File: config.mk
export PLATFORM = sky130hd
export DESIGN_NAME = fg_dac_writer
export DESIGN_NICKNAME = d
export VERILOG_FILES = /design/src/rtl/fg_dac_writer.sv
export SDC_FILE = /design/constraint.sdc
export NUM_CORES = 1
export LEC_CHECK = 0
export CAP_MARGIN = 40
export CORE_MARGIN = 2
export CORE_UTILIZATION = 45
export CTS_CLUSTER_DIAMETER = 200
export DETAILED_ROUTE_END_ITERATION = 10
export PLACE_DENSITY = 0.71
export SETUP_SLACK_MARGIN = 0.05
export SKIP_CTS_REPAIR_TIMING = 1
export SYNTH_ARGS = -nofsm -noshare
export SYNTH_HDL_FRONTEND = slang
export SYNTH_SLANG_ARGS = --single-unit
export TNS_END_PERCENT = 50
File: constraint.sdc
create_clock -name clk_i -period 2.4 [get_ports clk_i]
set_input_delay 0.36 -clock clk_i [delete_from_list [all_inputs] [get_ports clk_i]]
set_output_delay 0.36 -clock clk_i [all_outputs]
set_load 0.05 [all_outputs]
File: src/rtl/fg_dac_writer.sv
// Paces function-generator samples onto a parallel DAC: setup / WR-low / hold strobe per sample, one-entry pending buffer.
// Latency: 1 edge valid_i -> dac_data_o, SETUP_CYCLES more to WR fall; no backpressure, excess strobes overwrite pending and flag overrun.
module fg_dac_writer #(
  parameter int BITWIDTH      = 8,
  parameter int SETUP_CYCLES  = 1,
  parameter int WR_LOW_CYCLES = 2,
  parameter int HOLD_CYCLES   = 1,
  parameter int CLR_CYCLES    = 4
) (
  input  logic                clk_i,
  input  logic                rstn_i,
  input  logic                enable_i,
  input  logic [BITWIDTH-1:0] data_i,
  input  logic                valid_i,
  input  logic                ovr_clr_i,
  output logic [BITWIDTH-1:0] dac_data_o,
  output logic                dac_wr_n_o,
  output logic                dac_clr_n_o,
  output logic                dac_pd_n_o,
  output logic                busy_o,
  output logic                overrun_o,
  output logic [7:0]          wr_count_o
);

  localparam logic [2:0] ST_CLEAR = 3'd0;
  localparam logic [2:0] ST_IDLE  = 3'd1;
  localparam logic [2:0] ST_SETUP = 3'd2;
  localparam logic [2:0] ST_WRITE = 3'd3;
  localparam logic [2:0] ST_HOLD  = 3'd4;

  localparam logic [3:0] CLR_LAST   = 4'(CLR_CYCLES - 1);
  localparam logic [3:0] SETUP_LAST = 4'(SETUP_CYCLES - 1);
  localparam logic [3:0] WR_LAST    = 4'(WR_LOW_CYCLES - 1);
  localparam logic [3:0] HOLD_LAST  = 4'(HOLD_CYCLES - 1);

  logic [2:0]          state, state_nxt;
  logic [3:0]          phase, phase_nxt;
  logic [BITWIDTH-1:0] pend_data;
  logic                pend_full;
  logic                strobe, active, hold_done, write_done, load_new, load_pend;

  assign strobe     = valid_i & enable_i;
  assign active     = (state == ST_SETUP) | (state == ST_WRITE) | (state == ST_HOLD);
  assign hold_done  = (state == ST_HOLD) & (phase == HOLD_LAST);
  assign write_done = (state == ST_WRITE) & (phase == WR_LAST);
  // A fresh strobe at the end of HOLD wins over whatever is pending.
  assign load_new   = strobe & ((state == ST_IDLE) | hold_done);
  assign load_pend  = hold_done & ~strobe & enable_i & pend_full;

  always_comb begin
    state_nxt = state;
    phase_nxt = phase + 4'd1;
    case (state)
      ST_CLEAR: if (phase == CLR_LAST) begin
        state_nxt = ST_IDLE;
        phase_nxt = 4'd0;
      end
      ST_IDLE: begin
        phase_nxt = 4'd0;
        if (strobe) state_nxt = ST_SETUP;
      end
      ST_SETUP: if (phase == SETUP_LAST) begin
        state_nxt = ST_WRITE;
        phase_nxt = 4'd0;
      end
      ST_WRITE: if (phase == WR_LAST) begin
        state_nxt = ST_HOLD;
        phase_nxt = 4'd0;
      end
      ST_HOLD: if (phase == HOLD_LAST) begin
        state_nxt = (load_new | load_pend) ? ST_SETUP : ST_IDLE;
        phase_nxt = 4'd0;
      end
      default: begin
        state_nxt = ST_CLEAR;
        phase_nxt = 4'd0;
      end
    endcase
  end

  always_ff @(posedge clk_i or negedge rstn_i) begin
    if (!rstn_i) begin
      state       <= ST_CLEAR;
      phase       <= 4'd0;
      dac_data_o  <= '0;
      dac_wr_n_o  <= 1'b1;
      dac_clr_n_o <= 1'b0;
      dac_pd_n_o  <= 1'b1;
      busy_o      <= 1'b1;
      overrun_o   <= 1'b0;
      wr_count_o  <= 8'd0;
      pend_data   <= '0;
      pend_full   <= 1'b0;
    end else begin
      state       <= state_nxt;
      phase       <= phase_nxt;
      // Strobe pins follow the next state so they change cleanly on the edge.
      dac_wr_n_o  <= (state_nxt != ST_WRITE);
      dac_clr_n_o <= (state_nxt != ST_CLEAR);
      busy_o      <= (state_nxt != ST_IDLE);
      dac_pd_n_o  <= ~(~enable_i & (state == ST_IDLE));

      if (load_new)       dac_data_o <= data_i;
      else if (load_pend) dac_data_o <= pend_data;

      if (!enable_i) begin
        pend_full <= 1'b0;
      end else if (active & strobe & ~hold_done) begin
        pend_data <= data_i;
        pend_full <= 1'b1;
      end else if (hold_done) begin
        pend_full <= 1'b0;
      end

      if (active & strobe & pend_full) overrun_o <= 1'b1;
      else if (ovr_clr_i)              overrun_o <= 1'b0;

      if (write_done) wr_count_o <= wr_count_o + 8'd1;
    end
  end

endmodule

==> metrics.log, run 1 <==
INFO  metric core.rowCount = 22
INFO  metric fp.dieArea = 4426 µm²
INFO  metric synth.cell_area = between 1500 and 2000 µm²
INFO  metric detail-route-antenna-nets = 0
INFO  metric wl_met3 = 179 µm
INFO  metric critPathArrivalTime = approximately 2.3 ns
INFO  metric startpoint_type = flop
INFO  metric worst_setup_hold_path_clk_slew = 0.07 ns
INFO  metric timing.max_slew.rel_slack = 0.6636
INFO  metric coreArea = 3716 µm²
INFO  metric routedLengthMet1 = about 1.5 mm
INFO  metric drv_cap = 0
INFO  metric postRouteWirelength = roughly 3.3 mm
INFO  metric register_area = 929.6 µm²
INFO  metric synth_nets = between 150 and 200
INFO  metric upper_clock_frequency_limit = 0.4737 GHz
INFO  metric clock_tree.buffer_depth = 2
INFO  metric top_library_cells_by_usage_in_the_layout_fill_and_taps_aside = 34 x sky130_fd_sc_hd__dfrtp_1, 33 x sky130_fd_sc_hd__clkdlybuf4s50_1, 10 x sky130_fd_sc_hd__mux2_2
INFO  metric antenna_found_initial = 0
INFO  metric report.final.slew_viol_count = 0
INFO  metric dpl.hpwl = 2.297 mm
INFO  metric crit_path_max_fanout = 8
INFO  metric grt_start_max_net_pins = 38
INFO  metric globalRouteOverflowTotal = 0
INFO  metric clkLatencyLatePin = 0.29 ns
INFO  metric ys_dominant_reg_cell = sky130_fd_sc_hd__dfrtp_1
INFO  metric syn-mean-instance-area = around 12 µm²
INFO  metric dp_slack = 0.2809 ns
INFO  metric holdCritPathClass = flop to flop
INFO  metric worstSetupPathType = flop to flop
INFO  metric via_per_inst = between 5 and 6
INFO  metric nets = 201
INFO  metric cts.sink_count = 37
INFO  metric final.setup.tns = 0 ns
INFO  metric num-fill-cells = slightly above 300
INFO  metric ys.warnings.count = 0
INFO  metric power-per-cell-area = between 1000 and 1500 nW/µm²
INFO  metric dr_total_vias = 1251
INFO  metric async_flop_share = 1.000
INFO  metric total_area_of_multi_input_combinational_cells = 774.5 µm²
INFO  metric master_of_the_slowest_instance_on_the_critical_path = sky130_fd_sc_hd__a21oi_2
INFO  metric grt_first_pass_wirelength = 5.699 mm
INFO  metric synth_enable_flop_cells = 0
INFO  metric floorplan.initialDensity = 0.4734
INFO  metric irDropWorstVdd = between 0.5 and 0.6 mV
INFO  metric yosys_register_bits = 37
INFO  metric detail_route.wl_per_cell = 14.35 µm
INFO  metric critical_path_required = 2.57 ns
INFO  metric fin_crit_sh = 0.8796
INFO  metric die_y = around 67 µm
INFO  metric clock-skew-final = 0.004897 ns
INFO  metric gp_routability_congestion = 0.7697
INFO  metric drc_errors = 0
INFO  metric report.final.setup_viol = 0
INFO  metric setup_slack = 0.2890 ns
INFO  metric globalRouteTotalUtil = 0.1723
INFO  metric insertedDiodeCount = 0
INFO  metric crit_path_max_incr_delay = approximately 0.44 ns
INFO  metric max_slew.worst_pin.slew = approximately 0.50 ns
INFO  metric final_common_cell = sky130_fd_sc_hd__dfrtp_1
INFO  metric synth.distinct_cells = 42
INFO  metric cts_htree_levels = 2
INFO  metric run_status = finished clean
INFO  metric critical-path-top-delay-family = simple AND/OR/NAND/NOR gates
INFO  metric postLayoutCoreUtil = 0.6040
INFO  metric cts-root-buf = sky130_fd_sc_hd__clkbuf_8
INFO  metric cts_buffers = 5
INFO  metric die_wd = roughly 67 µm
INFO  metric worst-r2r-setup-slack = 0.29 ns
INFO  metric io_buffer_count = 33
INFO  metric num_io_pins = 34
INFO  metric layout_min_cycle_time = 2.111 ns
INFO  metric routed-wl-met2 = between 1.5 and 2 mm
INFO  metric drt_iter0_markers = around 100
INFO  metric area.growth.synth_to_final = 27.60%
INFO  metric cts_tree = done
INFO  metric vias_in_the_first_global_route = 1240
INFO  metric drtPass1Iterations = 5
INFO  metric critical_path_buf_inv_count = 1
INFO  metric drive_above_1_share = 0.1568
INFO  metric static-leakage-power = 0.9956 nW
INFO  metric rsz0062_at_grt = false
INFO  metric post_synth_inst_count = 149
INFO  metric worstPathCellList = inv_1 > ha_1 > or3b_1 > nand3_1 > a21oi_2 > mux2_2
INFO  metric synth_seq_area_share = 0.5284
INFO  metric timing.final.hold_violations = 0
INFO  metric end_kind = flop
INFO  metric top_layer = met4
==> worst reg2reg max path: stages (launching register included) <==
cell and delay (ns):
sky130_fd_sc_hd__dfrtp_1 0.40, sky130_fd_sc_hd__inv_1 0.07, sky130_fd_sc_hd__ha_1 0.24, sky130_fd_sc_hd__or3b_1 0.33
sky130_fd_sc_hd__nand3_1 0.14, sky130_fd_sc_hd__a21oi_2 0.44, sky130_fd_sc_hd__mux2_2 0.39
==> through the flow <==
stage	std cells	area, µm²	hold WS [ns]	total power [W]
after global routing	233	2245	0.4920	0.003047
after global placement	225	2128	0.4601	0.002288
after CTS	233	2245	0.4853	0.002894
after detailed placement	225	2128	0.4700	0.002332
after floorplan	149	1759	0.06441	0.001973
final	233	2245	0.4841	0.002874
==> power breakdown <==
group	switching (W)	internal, W
registers	0.000206	0.000862
clock network	0.000211	0.000339
logic	0.000745	0.000513
==> state kept, by name, summed over array words and instances (netlist names) <==
| signal | count |
|---|---|
| busy_o | 1 |
| dac_clr_n_o | 1 |
| dac_data_o | 8 |
| dac_pd_n_o | 1 |
| dac_wr_n_o | 1 |
| overrun_o | 1 |
| pend_data | 8 |
| pend_full | 1 |
| phase | 4 |
| state | 3 |
| wr_count_o | 8 |
==> Yosys cell counts, drive strengths merged (4+ instances only) <==
library cell / instances / area, µm²
xnor2: 8 / 70.07
mux2: 10 / 112.6
dfrtp: 34 / 850.8
a21oi: 5 / 28.78
ha: 4 / 50.05
nand4: 4 / 25.02
a21o: 8 / 60.06
nor2: 9 / 41.29
buf: 4 / 25.02
inv: 5 / 18.77
nand2: 7 / 26.28
a22o: 8 / 70.07
nor2b: 4 / 25.02
==> routing by layer <==
layer,vias to the layer above,track usage
met4,0,0.06888
met3,6,0.05574
met5,-,0
li1,604,-
met2,32,0.2788
met1,609,0.2124
==> kinds of logic (layout without fill, tap and decap cells) <==
group	Yosys count	count (layout)	synth area share
simple gates	47	47	0.1736
buf+inv	12	48	0.03129
flops	37	37	0.5285
mux	10	10	0.06401
xor+xnor	9	9	0.04481
compound gates	30	30	0.1295
fa+ha+maj	4	4	0.02845
==> path summary, 6_finish.rpt <==
path | cells past startpoint | start | endpoint
min reg2reg | 1 | dac_data_o[5] | dac_data_o[5]
max in group asynchronous | 2 | rstn_i | busy_o
min | 1 | dac_data_o[5] | dac_data_o[5]
max | 6 | phase[0] | pend_data[3]
min in group asynchronous | 2 | rstn_i | dac_data_o[4]
max reg2reg | 6 | phase[0] | pend_data[3]
==> final cells by class <==
class / count / area share
multi-input cells: 100 / 0.3450
flip-flops and latches: 37 / 0.4142
inverters: 5 / 0.008361
clock inverters: 1 / 0.01338
clock buffers: 7 / 0.03846
well taps: 48 / 0.02676
repair buffers: 35 / 0.1538
Note: power is estimated with default switching activity, not from simulation.
==> run 2: changes to the inputs <==
--- a/config.mk
+++ b/config.mk
@@ -10,7 +10,7 @@
 export CORE_UTILIZATION = 45
 export CTS_CLUSTER_DIAMETER = 200
 export DETAILED_ROUTE_END_ITERATION = 10
-export PLACE_DENSITY = 0.71
+export PLACE_DENSITY = 0.82
 export SETUP_SLACK_MARGIN = 0.05
 export SKIP_CTS_REPAIR_TIMING = 1
 export SYNTH_ARGS = -nofsm -noshare
==> run 2 against run 1 <==
Effect of this change:
- clock power down 23%
- non-clock buffer count unchanged
- sequential cell count unchanged
- final cell count unchanged
- register-to-register slack about the same
- largest power group unchanged
- highest routed layer unchanged
- design area down 1.3%
- global-route usage up 0.39 points
==> metrics.log, run 2 (same netlist as run 1, synthesis figures left out) <==
INFO  metric run_status = finished clean (unchanged)
INFO  metric dp_slack = 0.1876 ns (was 0.2809 ns)
INFO  metric drv_cap = 0 (unchanged)
INFO  metric dr_total_vias = 1263 (was 1251)
INFO  metric drc_errors = 0 (unchanged)
INFO  metric layout_min_cycle_time = 2.123 ns (was 2.111 ns)
INFO  metric area.growth.synth_to_final = 25.89% (was 27.60%)
INFO  metric rsz0062_at_grt = false (unchanged)
INFO  metric grt_start_max_net_pins = 38 (unchanged)
INFO  metric startpoint_type = flop (unchanged)
INFO  metric master_of_the_slowest_instance_on_the_critical_path = sky130_fd_sc_hd__nor4_4 (was sky130_fd_sc_hd__a21oi_2)
INFO  metric globalRouteTotalUtil = 0.1762 (was 0.1723)
INFO  metric max_slew.worst_pin.slew = 0.5973 ns (was 0.5031 ns)
INFO  metric fin_crit_sh = 0.8846 (was 0.8796)
INFO  metric reg2regPathDepth = 6 (unchanged)
INFO  metric insertedDiodeCount = 0 (unchanged)
INFO  metric postRouteWirelength = 3.547 mm (was 3.344 mm)
INFO  metric coreArea = 3716 µm² (unchanged)
INFO  metric cts_buffers = 5 (unchanged)
INFO  metric total_area_of_multi_input_combinational_cells = 774.5 µm² (unchanged)
INFO  metric whs = 0.4801 ns (was 0.4841 ns)
INFO  metric critical_path_required = 2.57 ns (about the same)
INFO  metric globalRouteOverflowTotal = 0 (unchanged)
INFO  metric vias_in_the_first_global_route = 1271 (was 1240)
INFO  metric detail_route.wl_per_cell = 15.22 µm (was 14.35 µm)
INFO  metric power-per-cell-area = 1244 nW/µm² (was 1280 nW/µm²)
INFO  metric top_library_cells_by_usage_in_the_layout_fill_and_taps_aside = 34 x sky130_fd_sc_hd__dfrtp_1, 33 x sky130_fd_sc_hd__clkdlybuf4s50_1, 10 x sky130_fd_sc_hd__mux2_2 (unchanged)
INFO  metric dpl.hpwl = 2.540 mm (was 2.297 mm)
INFO  metric num-fill-cells = 305 (was 309)
INFO  metric report.final.slew_viol_count = 0 (unchanged)
INFO  metric die_y = 66.53 µm (unchanged)
INFO  metric register_area = 929.6 µm² (unchanged)
INFO  metric irDropWorstVdd = 0.3752 mV (was 0.5490 mV)
INFO  metric gp_routability_congestion = 0.8024 (was 0.7697)
INFO  metric clock-skew-final = 0.01222 ns (was 0.004897 ns)
INFO  metric critical_path.reg2reg.startpoint = phase[0] (unchanged)
INFO  metric crit_path_max_incr_delay = 0.49 ns (was 0.44 ns)
INFO  metric critical_path_depth = 6 (unchanged)
INFO  metric timing.critical_path.from = phase[0] (unchanged)
INFO  metric io_buffer_count = 33 (unchanged)
INFO  metric die_wd = 66.53 µm (unchanged)
INFO  metric setup_slack = 0.2770 ns (was 0.2890 ns)
INFO  metric crit_path_max_fanout = 9 (was 8)
INFO  metric end_kind = flop (unchanged)
INFO  metric worst_setup_hold_path_clk_slew = 0.08 ns (was 0.07 ns)
INFO  metric cts_tree = done (unchanged)
INFO  metric report.final.setup_viol = 0 (unchanged)
INFO  metric antenna_found_initial = 0 (unchanged)
INFO  metric static-leakage-power = 0.9810 nW (was 0.9956 nW)
INFO  metric critical_path_buf_inv_count = 1 (unchanged)
INFO  metric fp.dieArea = 4426 µm² (unchanged)
INFO  metric cts-root-buf = sky130_fd_sc_hd__clkbuf_8 (unchanged)
INFO  metric holdCritPathClass = primary input to async pin (was flop to flop)
INFO  metric cts_htree_levels = 2 (unchanged)
INFO  metric timing.final.hold_violations = 0 (unchanged)
INFO  metric worstPathCellList = inv_1 > ha_1 > or3b_1 > nor4_4 > nor2_4 > a21o_1 (was inv_1 > ha_1 > or3b_1 > nand3_1 > a21oi_2 > mux2_2)
INFO  metric timing.max_slew.rel_slack = 0.5988 (was 0.6636)
INFO  metric worst_setup_endpoint = dac_data_o[2] (was pend_data[3])
INFO  metric core.rowCount = 22 (unchanged)
INFO  metric critical-path-top-delay-family = simple AND/OR/NAND/NOR gates (unchanged)
INFO  metric upper_clock_frequency_limit = 0.4710 GHz (was 0.4737 GHz)
INFO  metric final.setup.tns = 0 ns (unchanged)
INFO  metric via_per_inst = 5.421 (was 5.369)
INFO  metric report.power.total = 0.002756 W (was 0.002874 W)
INFO  metric final_common_cell = sky130_fd_sc_hd__dfrtp_1 (unchanged)
INFO  metric clkLatencyLatePin = 0.29 ns (about the same)
INFO  metric drtPass1Iterations = 4 (was 5)
INFO  metric clock_tree.buffer_depth = 2 (unchanged)
INFO  metric critPathArrivalTime = 2.29 ns (about the same)
INFO  metric num_io_pins = 34 (unchanged)
INFO  metric largest_registers = dac_data_o x8, pend_data x8, wr_count_o x8 (unchanged)
INFO  metric drive_above_1_share = 0.1622 (was 0.1568)
INFO  metric drt_iter0_markers = 64 (was 101)
INFO  metric cts.sink_count = 37 (unchanged)
INFO  metric detail-route-antenna-nets = 0 (unchanged)
INFO  metric crit-reg2reg-capture = dac_data_o[2] (was pend_data[3])
INFO  metric worst-r2r-setup-slack = 0.28 ns (was 0.29 ns)
INFO  metric grt_first_pass_wirelength = 5.830 mm (was 5.699 mm)
INFO  metric nets = 201 (unchanged)
INFO  metric worstSetupPathType = flop to flop (unchanged)
INFO  metric floorplan.initialDensity = 0.4734 (unchanged)
run 2: cell count changes in the layout (fill, tap and decap cells not counted), sizes merged:
cell | previous run | this run
bufinv | 1 | 0
clkbuf | 7 | 5
clkinv | 0 | 2
clkinvlp | 0 | 1
run 2: cell type report:
cell class,count,area share
inverter,5,0.008475
sequential,37,0.4198
timing repair buffer,35,0.1559
multi-input combinational,100,0.3497
clock inverter,3,0.007910
tap,48,0.02712
clock buffer,5,0.03107
run 2: worst min path at each step:
stage                  startpoint            end  slack [ns]  cells past startpoint
floorplan                  rstn_i    dac_clr_n_o        0.06                      0
global placement    dac_data_o[7]  dac_data_o[7]        0.46                      1
detailed placement  dac_data_o[5]  dac_data_o[5]        0.47                      1
CTS                 dac_data_o[5]  dac_data_o[5]        0.49                      1
global route        dac_data_o[5]  dac_data_o[5]        0.50                      1
finish                     rstn_i  dac_data_o[0]        0.48                      2
run 2: where the power goes:
part           internal, W  switching, W  total [W]
logic             0.000518      0.000760    0.00128
clock network     0.000200      0.000219   0.000420
registers         0.000861      0.000196    0.00106
total              0.00158       0.00118    0.00276
run 2: per-layer routing:
layer  up-vias  routed length, µm  track usage
met5         -                  0            0
met4         0                 49      0.06888
met3         6                163      0.03547
met2        31               1870       0.3188
met1       626               1462       0.2026
li1        600                  -            -
run 2: metrics by stage:
step	cell area, µm²	util	std cells
2_1_floorplan	1759	-	149
3_3_place_gp	2128	0.5727	225
3_5_place_dp	2128	0.5727	225
4_1_cts	2215	0.5960	233
5_1_grt	2215	0.5960	233
6_report	2215	0.5960	233
